<file path="src/rtl/mem_test_pkg.sv">
// ----------------------------------------------------------------------------
// mem_test_pkg
// Shared definitions for the memory traffic generator:
//   - ERR_CNT_W : width of the saturating mismatch counter
//   - state_e   : top-level FSM state encoding
// ----------------------------------------------------------------------------
package mem_test_pkg;

    localparam int ERR_CNT_W = 16;

    typedef enum logic [2:0] {
        ST_IDLE  = 3'd0,
        ST_WRITE = 3'd1,
        ST_READ  = 3'd2,
        ST_DRAIN = 3'd3,
        ST_DONE  = 3'd4
    } state_e;

endpackage : mem_test_pkg

</file>
<file path="src/rtl/mem_rd_checker.sv">
// ----------------------------------------------------------------------------
// mem_rd_checker
// Tracks issued reads through a RD_LATENCY-deep pipeline of
// {valid, address, expected}. When the last stage is valid, the returning
// memory data is compared with the expected value. Mismatches bump a
// saturating counter, and the first failing address is latched.
//
// Ports
//   i_clk, i_rst_n    : clock, async active-low reset
//   i_clear           : clear error counter / first-error address (new pass)
//   i_flush           : invalidate all pipeline stages (abort)
//   i_push            : a read is issued this cycle
//   i_addr, i_exp     : address and expected data of the issued read
//   i_rd_data         : memory read data, aligned with the last stage
//   o_err_cnt         : saturating mismatch count
//   o_first_err_addr  : address of the first mismatch of the pass
// ----------------------------------------------------------------------------
module mem_rd_checker
    import mem_test_pkg::*;
#(
    parameter int RD_LATENCY = 1,
    parameter int DATA_WIDTH = 8,
    parameter int ADDR_WIDTH = 8
) (
    input  logic                  i_clk,
    input  logic                  i_rst_n,
    input  logic                  i_clear,
    input  logic                  i_flush,
    input  logic                  i_push,
    input  logic [ADDR_WIDTH-1:0] i_addr,
    input  logic [DATA_WIDTH-1:0] i_exp,
    input  logic [DATA_WIDTH-1:0] i_rd_data,
    output logic [ERR_CNT_W-1:0]  o_err_cnt,
    output logic [ADDR_WIDTH-1:0] o_first_err_addr
);

    localparam int LAST = RD_LATENCY - 1;

    logic [RD_LATENCY-1:0] vld_q, vld_d;
    logic [ADDR_WIDTH-1:0] addr_q [RD_LATENCY];
    logic [ADDR_WIDTH-1:0] addr_d [RD_LATENCY];
    logic [DATA_WIDTH-1:0] exp_q  [RD_LATENCY];
    logic [DATA_WIDTH-1:0] exp_d  [RD_LATENCY];
    logic [ERR_CNT_W-1:0]  err_cnt_q, err_cnt_d;
    logic [ADDR_WIDTH-1:0] first_q, first_d;
    logic                  mismatch_s;

    // Pipeline shift, compare and error bookkeeping.
    always_comb begin
        vld_d     = vld_q;
        addr_d    = addr_q;
        exp_d     = exp_q;
        err_cnt_d = err_cnt_q;
        first_d   = first_q;

        if (i_flush) begin
            vld_d = '0;
        end else begin
            vld_d[0]  = i_push;
            addr_d[0] = i_addr;
            exp_d[0]  = i_exp;
            for (int i = 1; i < RD_LATENCY; i++) begin
                vld_d[i]  = vld_q[i-1];
                addr_d[i] = addr_q[i-1];
                exp_d[i]  = exp_q[i-1];
            end
        end

        // A flushed stage no longer belongs to a live pass, so it is not judged.
        mismatch_s = vld_q[LAST] && !i_flush && (i_rd_data != exp_q[LAST]);

        if (i_clear) begin
            err_cnt_d = '0;
            first_d   = '0;
        end else if (mismatch_s) begin
            if (err_cnt_q != {ERR_CNT_W{1'b1}}) begin
                err_cnt_d = err_cnt_q + {{(ERR_CNT_W-1){1'b0}}, 1'b1};
            end else begin
                err_cnt_d = err_cnt_q;
            end
            if (err_cnt_q == {ERR_CNT_W{1'b0}}) begin
                first_d = addr_q[LAST];
            end else begin
                first_d = first_q;
            end
        end else begin
            err_cnt_d = err_cnt_q;
            first_d   = first_q;
        end
    end

    // Pipeline and error registers.
    always_ff @(posedge i_clk or negedge i_rst_n) begin
        if (!i_rst_n) begin
            vld_q     <= '0;
            err_cnt_q <= '0;
            first_q   <= '0;
            for (int i = 0; i < RD_LATENCY; i++) begin
                addr_q[i] <= '0;
                exp_q[i]  <= '0;
            end
        end else begin
            vld_q     <= vld_d;
            addr_q    <= addr_d;
            exp_q     <= exp_d;
            err_cnt_q <= err_cnt_d;
            first_q   <= first_d;
        end
    end

    assign o_err_cnt        = err_cnt_q;
    assign o_first_err_addr = first_q;

endmodule : mem_rd_checker

</file>
<file path="src/rtl/mem_traffic_gen.sv">
// ----------------------------------------------------------------------------
// mem_traffic_gen
// Memory test pass generator: on i_start it writes pattern(a) = a ^ seed to
// every address, reads every address back, waits RD_LATENCY cycles for the
// last data to return, then pulses o_done. Read data is checked in
// mem_rd_checker.
//
// Ports
//   i_clk, i_rst_n          : clock, async active-low reset
//   i_start, i_abort        : start a pass (IDLE only) / abort a running pass
//   i_seed                  : pattern seed, captured on accepted start
//   o_wr_en, o_rd_en        : memory strobes (never both high)
//   o_address, o_wr_data    : memory address / write data
//   i_rd_data               : memory read data (RD_LATENCY after o_rd_en)
//   o_busy, o_done          : not-idle flag / one-cycle completion pulse
//   o_err_cnt               : saturating mismatch count of the last pass
//   o_first_err_addr        : first mismatching address of the last pass
// ----------------------------------------------------------------------------
module mem_traffic_gen
    import mem_test_pkg::*;
#(
    parameter int DATA_WIDTH = 8,
    parameter int ADDR_WIDTH = 8,
    parameter int RD_LATENCY = 1
) (
    input  logic                  i_clk,
    input  logic                  i_rst_n,
    input  logic                  i_start,
    input  logic                  i_abort,
    input  logic [DATA_WIDTH-1:0] i_seed,
    output logic                  o_wr_en,
    output logic                  o_rd_en,
    output logic [ADDR_WIDTH-1:0] o_address,
    output logic [DATA_WIDTH-1:0] o_wr_data,
    input  logic [DATA_WIDTH-1:0] i_rd_data,
    output logic                  o_busy,
    output logic                  o_done,
    output logic [ERR_CNT_W-1:0]  o_err_cnt,
    output logic [ADDR_WIDTH-1:0] o_first_err_addr
);

    localparam int                    DEPTH      = 2 ** ADDR_WIDTH;
    localparam logic [ADDR_WIDTH-1:0] LAST_ADDR  = ADDR_WIDTH'(DEPTH - 1);
    localparam logic [1:0]            DRAIN_LAST = 2'(RD_LATENCY - 1);

    // Address zero-extended or truncated to the data width, XOR seed.
    function automatic logic [DATA_WIDTH-1:0] pattern(
        input logic [ADDR_WIDTH-1:0] addr,
        input logic [DATA_WIDTH-1:0] seed
    );
        return DATA_WIDTH'(addr) ^ seed;
    endfunction

    state_e                state_q, state_d;
    logic [ADDR_WIDTH-1:0] cnt_q, cnt_d;
    logic [1:0]            drain_q, drain_d;
    logic [DATA_WIDTH-1:0] seed_q, seed_d;
    logic                  wr_en_q, wr_en_d;
    logic                  rd_en_q, rd_en_d;
    logic [ADDR_WIDTH-1:0] addr_q, addr_d;
    logic [DATA_WIDTH-1:0] wr_data_q, wr_data_d;
    logic                  busy_q, busy_d;
    logic                  done_q, done_d;
    logic                  start_acc_s;
    logic                  flush_s;

    // Next-state logic; outputs are derived from the next state so that the
    // registered strobes line up with the state they belong to.
    always_comb begin
        state_d     = state_q;
        cnt_d       = cnt_q;
        drain_d     = drain_q;
        seed_d      = seed_q;
        start_acc_s = 1'b0;
        flush_s     = 1'b0;

        case (state_q)
            ST_IDLE: begin
                if (i_start && !i_abort) begin
                    state_d     = ST_WRITE;
                    cnt_d       = '0;
                    seed_d      = i_seed;
                    start_acc_s = 1'b1;
                end else begin
                    state_d = ST_IDLE;
                end
            end
            ST_WRITE: begin
                if (i_abort) begin
                    state_d = ST_IDLE;
                    flush_s = 1'b1;
                end else if (cnt_q == LAST_ADDR) begin
                    state_d = ST_READ;
                    cnt_d   = '0;
                end else begin
                    cnt_d = cnt_q + {{(ADDR_WIDTH-1){1'b0}}, 1'b1};
                end
            end
            ST_READ: begin
                if (i_abort) begin
                    state_d = ST_IDLE;
                    flush_s = 1'b1;
                end else if (cnt_q == LAST_ADDR) begin
                    state_d = ST_DRAIN;
                    cnt_d   = '0;
                    drain_d = 2'd0;
                end else begin
                    cnt_d = cnt_q + {{(ADDR_WIDTH-1){1'b0}}, 1'b1};
                end
            end
            ST_DRAIN: begin
                if (i_abort) begin
                    state_d = ST_IDLE;
                    flush_s = 1'b1;
                end else if (drain_q == DRAIN_LAST) begin
                    state_d = ST_DONE;
                end else begin
                    drain_d = drain_q + 2'd1;
                end
            end
            ST_DONE: begin
                state_d = ST_IDLE;
            end
            default: begin
                state_d = ST_IDLE;
                flush_s = 1'b1;
            end
        endcase

        wr_en_d = (state_d == ST_WRITE);
        rd_en_d = (state_d == ST_READ);
        busy_d  = (state_d != ST_IDLE);
        done_d  = (state_d == ST_DONE);

        if (wr_en_d || rd_en_d) begin
            addr_d = cnt_d;
        end else begin
            addr_d = '0;
        end

        if (wr_en_d) begin
            wr_data_d = pattern(cnt_d, seed_d);
        end else begin
            wr_data_d = '0;
        end
    end

    // State, counters and registered outputs.
    always_ff @(posedge i_clk or negedge i_rst_n) begin
        if (!i_rst_n) begin
            state_q   <= ST_IDLE;
            cnt_q     <= '0;
            drain_q   <= 2'd0;
            seed_q    <= '0;
            wr_en_q   <= 1'b0;
            rd_en_q   <= 1'b0;
            addr_q    <= '0;
            wr_data_q <= '0;
            busy_q    <= 1'b0;
            done_q    <= 1'b0;
        end else begin
            state_q   <= state_d;
            cnt_q     <= cnt_d;
            drain_q   <= drain_d;
            seed_q    <= seed_d;
            wr_en_q   <= wr_en_d;
            rd_en_q   <= rd_en_d;
            addr_q    <= addr_d;
            wr_data_q <= wr_data_d;
            busy_q    <= busy_d;
            done_q    <= done_d;
        end
    end

    // A read is pushed in the cycle its strobe is on the bus, i.e. the same
    // edge at which the memory samples it.
    mem_rd_checker #(
        .RD_LATENCY (RD_LATENCY),
        .DATA_WIDTH (DATA_WIDTH),
        .ADDR_WIDTH (ADDR_WIDTH)
    ) u_rd_checker (
        .i_clk            (i_clk),
        .i_rst_n          (i_rst_n),
        .i_clear          (start_acc_s),
        .i_flush          (flush_s),
        .i_push           (rd_en_q),
        .i_addr           (addr_q),
        .i_exp            (pattern(addr_q, seed_q)),
        .i_rd_data        (i_rd_data),
        .o_err_cnt        (o_err_cnt),
        .o_first_err_addr (o_first_err_addr)
    );

    assign o_wr_en   = wr_en_q;
    assign o_rd_en   = rd_en_q;
    assign o_address = addr_q;
    assign o_wr_data = wr_data_q;
    assign o_busy    = busy_q;
    assign o_done    = done_q;

endmodule : mem_traffic_gen

</file>
<file path="config.mk">
export PLATFORM = sky130hd
export DESIGN_NAME = mem_traffic_gen
export DESIGN_NICKNAME = d
export VERILOG_FILES = /design/src/rtl/mem_test_pkg.sv /design/src/rtl/mem_rd_checker.sv /design/src/rtl/mem_traffic_gen.sv
export SDC_FILE = /design/constraint.sdc
export NUM_CORES = 1
export LEC_CHECK = 0
export CORE_MARGIN = 4
export CORE_UTILIZATION = 45
export CTS_BUF_LIST = sky130_fd_sc_hd__clkbuf_4
export DETAILED_ROUTE_END_ITERATION = 12
export PLACE_DENSITY = 0.83
export SLEW_MARGIN = 10
export SYNTH_ARGS = -nofsm -noshare
export SYNTH_HDL_FRONTEND = slang
export SYNTH_SLANG_ARGS = --single-unit
export TNS_END_PERCENT = 100
</file>
<file path="constraint.sdc">
create_clock -name i_clk -period 1.8 [get_ports i_clk]
set_input_delay 0.36 -clock i_clk [delete_from_list [all_inputs] [get_ports i_clk]]
set_output_delay 0.36 -clock i_clk [all_outputs]
set_load 0.1 [all_outputs]
</file>
==> run_results.csv <==
group,metric,value,unit
status,status,"finished, violations left",
status,violations,"negative setup slack",
detailed_routing,dr_wl_met2,6410,um
synth,ys_warn_count,0,
synth,synthArstFlopShare,1.00,
worst_setup_path,crit_chain,"and3_1, buf_4, nand4_1, or4_4, a21oi_2",
grt,antenna_found_initial,0,
timing,slew_headroom,0.654,
timing,finalCritPeriodShare,1.17,
run,maxCapViolations,0,
power_and_ir_drop,power_density,678,mW/mm2
finish,drive_above_1_share,0.467,
worst_setup_path,crit_path_end_kind,"register",
synth,yosysTopAreaCellShare,0.530,
die,die_h,101,um
worst_setup_path,slowest_delay,0.63,ns
grt,grt_max_degree,42,
clock_network,clk-insertion-delay-late,0.44,ns
timing,fin_setup_tns,-2.57,ns
power_and_ir_drop,seq_power_share,0.478,
clock_network,htreeDepth,3,
detailed_routing,detail-route-antenna-nets,0,
worst_setup_path,slowest_stage,"or4_4",
finish,area_delta_synth_final,64.9,%
detailed_routing,drt_first_iter_violations,189,
worst_hold_path,worstHoldPathType,"in2async",
die,num_io_pins,64,
clock_network,cts_tree,"done",
synth,synth-compound-area-share,0.0827,
synth,synth_top_cell_by_area,"dfrtp_1",
timing,finalClockSkew,0.0117,ns
clock_network,clock-root-buffer,"clkbuf_4",
synth,synth_top_family_by_area,"simple AND/OR/NAND/NOR gates",
detailed_routing,top_layer_used,"met4",
die,start_util,0.466,
timing,setup_viol,29,
grt,first_global_vias,3533,
detailed_routing,route.met3.wl,632,um
placement,dp_hpwl,7770,um
detailed_routing,routed_wl,12000,um
synth,synth_edf_count,0,
synth,synth-simple-area-share,0.217,
synth,syn_area,0.00387,mm2
synth,synthMuxAreaShare,0.0575,
timing,slew_viol_final,0,
timing,rsz0062_at_grt,"true",
worst_setup_path,crit_path_start_kind,"register",
synth,synth_area_leaders,"dfrtp_1 (53%), xnor2_1 (7.0%), nand2_1 (4.5%), nor2_1 (3.9%), mux2_2 (2.9%)",
placement,portBuffers,63,
power_and_ir_drop,switchingPower,1.33,mW
worst_setup_path,crit_fanout,5,
synth,netlist_instances,374,
placement,gp_congestion,0.909,
grt,grt_usage,0.221,
timing,worst_slack,-0.301,ns
placement,dpl_cell_area,0.00559,mm2
timing,worst_pin_slew,0.513,ns
power_and_ir_drop,switching_share,0.306,
synth,synth_flop_cell,"dfrtp_1",
power_and_ir_drop,power.internal,3.00,mW
synth,synth-seq-cells,82,
die,die_area,0.0102,mm2
detailed_routing,vias,3527,
detailed_routing,first_pass_iters,6,
detailed_routing,drcViolationCount,0,
finish,utilization,0.769,
finish,antennaDiodeCount,0,
timing,fmaxAchievable,0.476,GHz
worst_setup_path,reg2reg_depth,5,
synth,synthesis.nets,398,
clock_network,clockBufferDepth,2,
synth,ys_seq_area_frac,0.530,
clock_network,cts.clk_slew.worst_paths,0.14,ns
timing,finalHoldViolations,0,
grt,globalRoute.totalOverflow,0,
clock_network,cts.sinks,82,
die,core-area,0.00830,mm2
grt,grt_pass1_wl,17500,um
synth,synth.distinct_cells,52,
power_and_ir_drop,power_leakage,2.80,nW
synth,avgSynthCellArea,10.4,um2
finish,nets,546,
die,rows,33,
power_and_ir_drop,clock_power_share,0.290,
power_and_ir_drop,comb_power_share,0.232,
clock_network,cts_made_buffers,9,
detailed_routing,wl_met1,4430,um
worst_setup_path,worstPathRequired,2.17,ns
timing,final.min_clock_period,2.10,ns
power_and_ir_drop,ir_drop,427,uV
die,die_w,101,um
synth,synthAdderAreaFrac,0.0129,
worst_setup_path,cp.arrival,2.47,ns
synth,synth-xor-area-share,0.0724,
detailed_routing,wl_per_cell,19.0,um
worst_setup_path,crit_type,"reg2reg",
detailed_routing,vias_per_cell,5.58,
finish,final_cell_area,0.00638,mm2
-- per-stage QoR --
step	instances	setup WS, ns	hold WS (ns)	total power [mW]
finish	632	-0.301	0.357	4.33
global route	632	-0.354	0.357	4.50
CTS	617	-0.0795	0.344	4.24
detailed placement	595	-0.545	0.287	2.97
global placement	595	-0.509	0.278	2.94
floorplan	374	-0.161	0.0644	2.56
-- power by group through the flow --
| stage | combinational, mW | sequential (mW) | clock [mW] |
|---|---|---|---|
| floorplan | 0.296 | 2.26 | 0 |
| global placement | 0.848 | 2.09 | 0 |
| detailed placement | 0.873 | 2.10 | 0 |
| CTS | 0.918 | 2.06 | 1.26 |
| global route | 1.06 | 2.08 | 1.36 |
| finish | 1.00 | 2.07 | 1.25 |
-- synth_stat cells, types with 5 or more instances --
master and instances:
xnor2_1 31, nand3_1 15, nor3_1 9, nand4_1 9, o21ai_0 8, nor4_1 7, nand2_1 46, mux2_2 10
buf_2 6, and2_1 9, mux2i_1 11, clkbuf_1 5, inv_1 10, dfrtp_1 82, and3_1 5, a21oi_1 18
nor2_1 40
-- worst max-delay path, delay by kind of cell, from the launching register on --
kind	cells	cell delay (ns)
buffers and inverters	1	0.13
AOI/OAI and AO/OA	1	0.20
and+or+nand+nor	3	1.20
DFF	1	0.50
-- final cells by class --
| type | instances | area, um2 |
|---|---|---|
| Sequential cell | 82 | 2100 |
| Tap cell | 105 | 131 |
| Clock buffer | 10 | 75.1 |
| Clock inverter | 6 | 90.1 |
| Timing Repair Buffer | 151 | 1800 |
| Multi-Input combinational cell | 268 | 2150 |
| Inverter | 10 | 40.0 |
| Fill cell | 488 | 1920 |
-- state kept, by name (all words and copies together), names as in the netlist, 2 cells and up --
| name | cells |
|---|---|
| u_rd_checker.exp_q | 8 |
| o_address | 8 |
| drain_q | 2 |
| o_wr_data | 8 |
| seed_q | 8 |
| u_rd_checker.o_first_err_addr | 8 |
| cnt_q | 8 |
| u_rd_checker.o_err_cnt | 16 |
| u_rd_checker.addr_q | 8 |
| state_q | 3 |
-- routing by layer --
layer  track usage  vias to the layer above
met4        0.0694                        0
met1         0.277                     1739
li1              -                     1600
met5             0                        -
met2         0.382                      139
met3        0.0450                       49
-- placed cells by master, fill, tap and decap left out, types with 10 or more instances in the layout --
cell and n:
buf_4 75, buf_6 11, nand2_1 39, mux2i_1 10, nand3_1 12, nor2_1 35
xnor2_1 30, dfrtp_2 11, dfrtp_1 62, a21oi_1 12, clkbuf_4 10, clkdlybuf4s50_1 17
buf_12 46
-- final timing paths --
check | from | end | slack (ns)
max in group asynchronous | i_rst_n | state_q[2] | 0.83
min reg2reg | u_rd_checker.addr_q[0] | u_rd_checker.addr_q[0] | 0.53
min | i_rst_n | u_rd_checker.o_err_cnt[3] | 0.36
max reg2reg | u_rd_checker.o_err_cnt[2] | u_rd_checker.o_err_cnt[14] | -0.30
min in group i_clk | i_seed[0] | seed_q[0] | 0.49
max | u_rd_checker.o_err_cnt[2] | u_rd_checker.o_err_cnt[14] | -0.30
-- cells by family after synthesis --
kind of cell | count (synthesis)
flops | 82
mux | 21
fa+ha+maj | 4
xor+xnor | 32
simple gates | 164
compound gates | 47
buf+inv | 24
-- what timing repair did --
action | 4_1_cts | 5_1_grt
cloned | 0 | 0
hold buffers | 1 | 0
pin swaps | 5 | 31
endpoints found under the setup margin | 35 | 43
gates resized for setup | 26 | 76
buffers inserted | 5 | 15
endpoints found under the hold margin | 22 | 0
No activity file was read; power rests on OpenSTA's default activity.
